`config.mk`:
```
export PLATFORM = sky130hd
export DESIGN_NAME = vga_mem_arbiter
export DESIGN_NICKNAME = d
export VERILOG_FILES = /design/src/rtl/vga_mem_arbiter.sv
export SDC_FILE = /design/constraint.sdc
export NUM_CORES = 1
export LEC_CHECK = 0
export CORE_MARGIN = 10
export CORE_UTILIZATION = 37
export CTS_CLUSTER_SIZE = 24
export DETAILED_ROUTE_END_ITERATION = 6
export PLACE_DENSITY = 0.75
export SYNTH_ARGS = -nofsm -noshare
export SYNTH_HDL_FRONTEND = slang
export SYNTH_SLANG_ARGS = --single-unit
```
`constraint.sdc`:
```
create_clock -name clk -period 1.25 [get_ports clk]
set_input_delay 0.25 -clock clk [delete_from_list [all_inputs] [get_ports clk]]
set_output_delay 0.25 -clock clk [all_outputs]
set_load 0.02 [all_outputs]
```
`src/rtl/vga_mem_arbiter.sv`:
```
// vga_mem_arbiter: shares one synchronous video RAM between fixed-latency VGA fetches and CPU accesses.
// Video always wins the issue slot; CPU accesses fill idle slots and finish with a one-cycle ready pulse.
module vga_mem_arbiter #(
  parameter int ADDR_W = 13,
  parameter int DATA_W = 8
) (
  input  logic              clk,
  input  logic              reset_n,
  input  logic [ADDR_W-1:0] vid_address,
  input  logic              vid_req,
  output logic [DATA_W-1:0] vid_data,
  input  logic              cpu_cs,
  input  logic              cpu_we,
  input  logic [ADDR_W-1:0] cpu_address,
  input  logic [DATA_W-1:0] cpu_din,
  output logic [DATA_W-1:0] cpu_dout,
  output logic              cpu_ready,
  output logic [ADDR_W-1:0] ram_addr,
  output logic              ram_we,
  output logic [DATA_W-1:0] ram_din,
  input  logic [DATA_W-1:0] ram_dout
);
  localparam logic [1:0] TAG_NONE = 2'd0;
  localparam logic [1:0] TAG_VID  = 2'd1;
  localparam logic [1:0] TAG_RD   = 2'd2;
  localparam logic [1:0] TAG_WR   = 2'd3;
  logic [1:0]        st1_q, st1_d, st2_q, st2_d;
  logic              out_q, out_d, done_q, done_d;
  logic [DATA_W-1:0] vid_data_q, vid_data_d, cpu_dout_q, cpu_dout_d, ram_din_q, ram_din_d;
  logic [ADDR_W-1:0] ram_addr_q, ram_addr_d;
  logic              cpu_ready_q, cpu_ready_d, ram_we_q, ram_we_d;
  logic              cpu_go, st2_cpu;
  // st2 marks the cycle in which ram_dout belongs to that slot's address
  always_comb begin
    cpu_go      = cpu_cs && !out_q && !done_q && !vid_req;
    st2_cpu     = (st2_q == TAG_RD) || (st2_q == TAG_WR);
    st1_d       = vid_req ? TAG_VID : cpu_go ? (cpu_we ? TAG_WR : TAG_RD) : TAG_NONE;
    st2_d       = st1_q;
    ram_addr_d  = vid_req ? vid_address : cpu_go ? cpu_address : ram_addr_q;
    ram_we_d    = cpu_go && cpu_we;
    ram_din_d   = cpu_go ? cpu_din : ram_din_q;
    vid_data_d  = (st2_q == TAG_VID) ? ram_dout : vid_data_q;
    cpu_dout_d  = (st2_q == TAG_RD) ? ram_dout : cpu_dout_q;
    cpu_ready_d = st2_cpu;
    out_d       = cpu_go || (out_q && !st2_cpu);
    done_d      = cpu_cs && (done_q || st2_cpu);
  end
  always_ff @(posedge clk or negedge reset_n) begin
    if (!reset_n) begin
      st1_q       <= TAG_NONE;
      st2_q       <= TAG_NONE;
      out_q       <= 1'b0;
      done_q      <= 1'b0;
      vid_data_q  <= '0;
      cpu_dout_q  <= '0;
      cpu_ready_q <= 1'b0;
      ram_addr_q  <= '0;
      ram_we_q    <= 1'b0;
      ram_din_q   <= '0;
    end else begin
      st1_q       <= st1_d;
      st2_q       <= st2_d;
      out_q       <= out_d;
      done_q      <= done_d;
      vid_data_q  <= vid_data_d;
      cpu_dout_q  <= cpu_dout_d;
      cpu_ready_q <= cpu_ready_d;
      ram_addr_q  <= ram_addr_d;
      ram_we_q    <= ram_we_d;
      ram_din_q   <= ram_din_d;
    end
  end
  assign vid_data  = vid_data_q;
  assign cpu_dout  = cpu_dout_q;
  assign cpu_ready = cpu_ready_q;
  assign ram_addr  = ram_addr_q;
  assign ram_we    = ram_we_q;
  assign ram_din   = ram_din_q;
endmodule

```
==> metrics.md, run 1 <==
| Metric | Value |
|---|---|
| Most frequent cells in the layout | `44 x dfrtp_1, 43 x clkdlybuf4s50_1, 30 x mux2_4, 22 x clkbuf_2, 19 x mux2_2` |
| VDD IR max | `about 0.79 mV` |
| Crit share post-route | `1.080` |
| Data arrival time of the worst path | `roughly 1.5 ns` |
| Largest net degree at the start of global routing | `19` |
| Port-buffer cells | `85` |
| Cell area after layout | `2983 um^2` |
| FF-to-FF Start | `done_q` |
| Ys Warns | `0` |
| Post-Synth XOR/XNOR Area | `0` |
| Clock Sink Count | `45` |
| Die area | `approximately 8300 um^2` |
| Final wirelength | `a little over 5000 um` |
| Simple-Gate Fraction of Synth Area | `0.02656` |
| Final worst slack | `-0.09985 ns` |
| Initial antenna violation count | `0` |
| Core Region | `~4800 um^2` |
| CP bufs+invs | `1` |
| Top-count cell post-synth | `dfrtp_1` |
| DR vias/cell | `about 4.5` |
| Slowest stage cell, crit path | `dfrtp_1` |
| Yosys top cell by area | `dfrtp_1` |
| Ys async rst share | `1.000` |
| Placed Area | `approximately 2900 um^2` |
| Seq/Total Area, Yosys | `0.5976` |
| Crit path kind | `reg2reg` |
| Vias | `~1300` |
| Synth top area cells | `dfrtp_1 60%, mux2_2 19%, mux2_4 14%` |
| Clk_lat worst skew | `about 0.29 ns` |
| HP Class | `in2reg` |
| Status | `finished, violations left` |
| Post-synthesis mux area share | `0.3327` |
| Placed Instances | `267` |
| Netlist cell types | `17` |
| Largest family of logic cells by synthesized area | `multiplexers` |
| Fmax | `0.7408 GHz` |
| #FFs+latches synth | `45` |
| Share of cells above drive strength 1 | `0.4714` |
| CTS Root Cell | `clkbuf_8` |
| Pre-CTS WS | `-0.5692 ns` |
| CP endpoint kind | `register` |
| Area grow syn2layout | `58.30%` |
| P_leak | `roughly 1.4 nW` |
| Rel. slew slack | `0.7132` |
| First-pass GRT wire length | `a little over 8000 um` |
| Final nets | `around 260` |
| Wirelength per Cell | `~18 um` |
| TritonCTS clock tree | `done` |
| CP max FO | `10` |
| Antenna diodes | `0` |
| Post-Synthesis Cell Area | `1884 um^2` |
| Setup TNS | `-0.8512 ns` |
| # H-tree levels | `2` |
| Final Non-Filler Cells | `about 280` |
| Max_cap viols | `0` |
| Pwr dens | `approximately 1800 nW/um^2` |
| Top delay family on crit path | `flip-flops` |
| Critical path startpoint category | `register` |
| Chip height | `91.37 um` |
| GPL Wtd Cong | `approximately 0.76` |
| Die W | `a little over 90 um` |
| Initial Util | `0.3912` |
| Mapped Cells | `between 100 and 150` |
| Commonest non-fill, non-tap cell in the layout | `dfrtp_1` |
| RSZ-0062 raised after global routing | `yes` |
| Hold Vio Cnt, Final | `0` |
| Synth top cells by count | `45 x dfrtp_1, 32 x mux2_2, 17 x mux2_4, 4 x buf_6` |
| Avg Synthesized Cell Area | `approximately 17 um^2` |
| WHS | `~0.35 ns` |
| Site Rows | `25` |
| ANT nets after route | `0` |
| Hold_sp | `cpu_cs` |
| Syn_nets | `roughly 160` |
| Adder-cell share of the synthesized area | `0` |
| Layout Skew | `around 0.0047 ns` |
| Maximum buffer depth of the clock tree | `2` |
| Compound-gate portion of the synthesized area | `0.01262` |
| Area share of the largest cell type after synthesis | `0.5976` |
| Total GRT Usage | `0.1235` |
| DR pass1 iterations | `3` |
| Setup crit start | `done_q` |
| Fin crit period | `1.350 ns` |
| Worst-path clk slew | `0.08 ns` |
| Worst-margin pin slew | `between 0.4 and 0.5 ns` |
| Total CTS buffers | `5` |
| Grt ovf | `0` |
| DR DRC count | `0` |
| Violated checks | `setup timing` |
| Slew Limit Fails | `0` |
| Final setup violation count | `17` |
| # IOs | `86` |
| Starting DRT DRC Count | `between 40 and 50` |
| Crit-path max cell delay | `roughly 0.43 ns` |
| Synth Flop Type | `dfrtp_1` |
| EDFF count, synth | `0` |
| Critical Path RT | `about 1.4 ns` |
| Post-DP HPWL | `just over 4000 um` |
| Vias in the first global route | `1486` |
| CP cell instances | `nor4b_4 -> buf_12 -> mux2_4` |
## repair_timing
item / 4_1_cts / 5_1_grt
hold buffers: 1 / 0
gates resized for setup: 86 / 37
pin swaps: 2 / 1
hold endpoints to repair: 13 / 0
endpoints found under the setup margin: 62 / 55
buffers inserted: 1 / 0
## state kept, by name (all words and copies together), names as in the netlist
register and cells:
st1_q 2, out_q 1, cpu_ready 1, ram_we 1, vid_data 8, cpu_dout 8
ram_din 8, done_q 1, st2_q 2, ram_addr 13
## path summary, 6_finish.rpt
check | slack, ns | cells past startpoint | end
min reg2reg | 0.36 | 0 | st2_q[0]
max reg2reg | -0.1 | 3 | ram_din[2]
max in group asynchronous | 0.38 | 3 | cpu_dout[7]
min | 0.35 | 3 | done_q
min in group asynchronous | 0.43 | 2 | st2_q[0]
max | -0.1 | 3 | ram_din[2]
## per-stage QoR
step | utilization | power (mW)
floorplan | - | 3.388
global placement | 0.6023 | 4.603
detailed placement | 0.6023 | 4.710
CTS | 0.6374 | 5.526
global route | 0.6192 | 5.663
finish | 0.6192 | 5.377
## cell families after synthesis
family,Yosys count
multiplexers,50
flip-flops,45
buffers and inverters,7
AND/OR/NAND/NOR,6
AO/OA/AOI/OAI,3
## final cells by class
type	instances	area [um^2]
well taps	67	83.83
multi-input cells	59	759.5
repair buffers	97	907.1
flip-flops and latches	45	1127
clock inverters	1	5.005
clock buffers	7	96.34
fillers	383	1834
inverters	1	3.754
## worst min-delay path, cell delays in order
cell            delay [ns]
dlymetal6s2s_1        0.12
buf_6                 0.12
o21a_1                0.12
## routing by layer
metal	global-route usage	routed length (um)	vias up
met5	0	0	-
met3	0.03539	278	5
li1	-	-	582
met4	0.05091	72	0
met2	0.2261	2743	48
met1	0.1291	1998	622
## power breakdown
group	leakage [nW]	internal [mW]	switching (mW)
Clock	0.0542	0.499	0.450
Combinational	0.796	1.15	1.09
Sequential	0.534	1.92	0.265
Total	1.38	3.57	1.81
Note: power is estimated with default switching activity, not from simulation.
==> run 2, diff against run 1 <==
Settings changed: CTS_CLUSTER_SIZE 24 to 30.
==> results of run 2 <==
Final layout, timing and power as in run 1 (identical DEF).
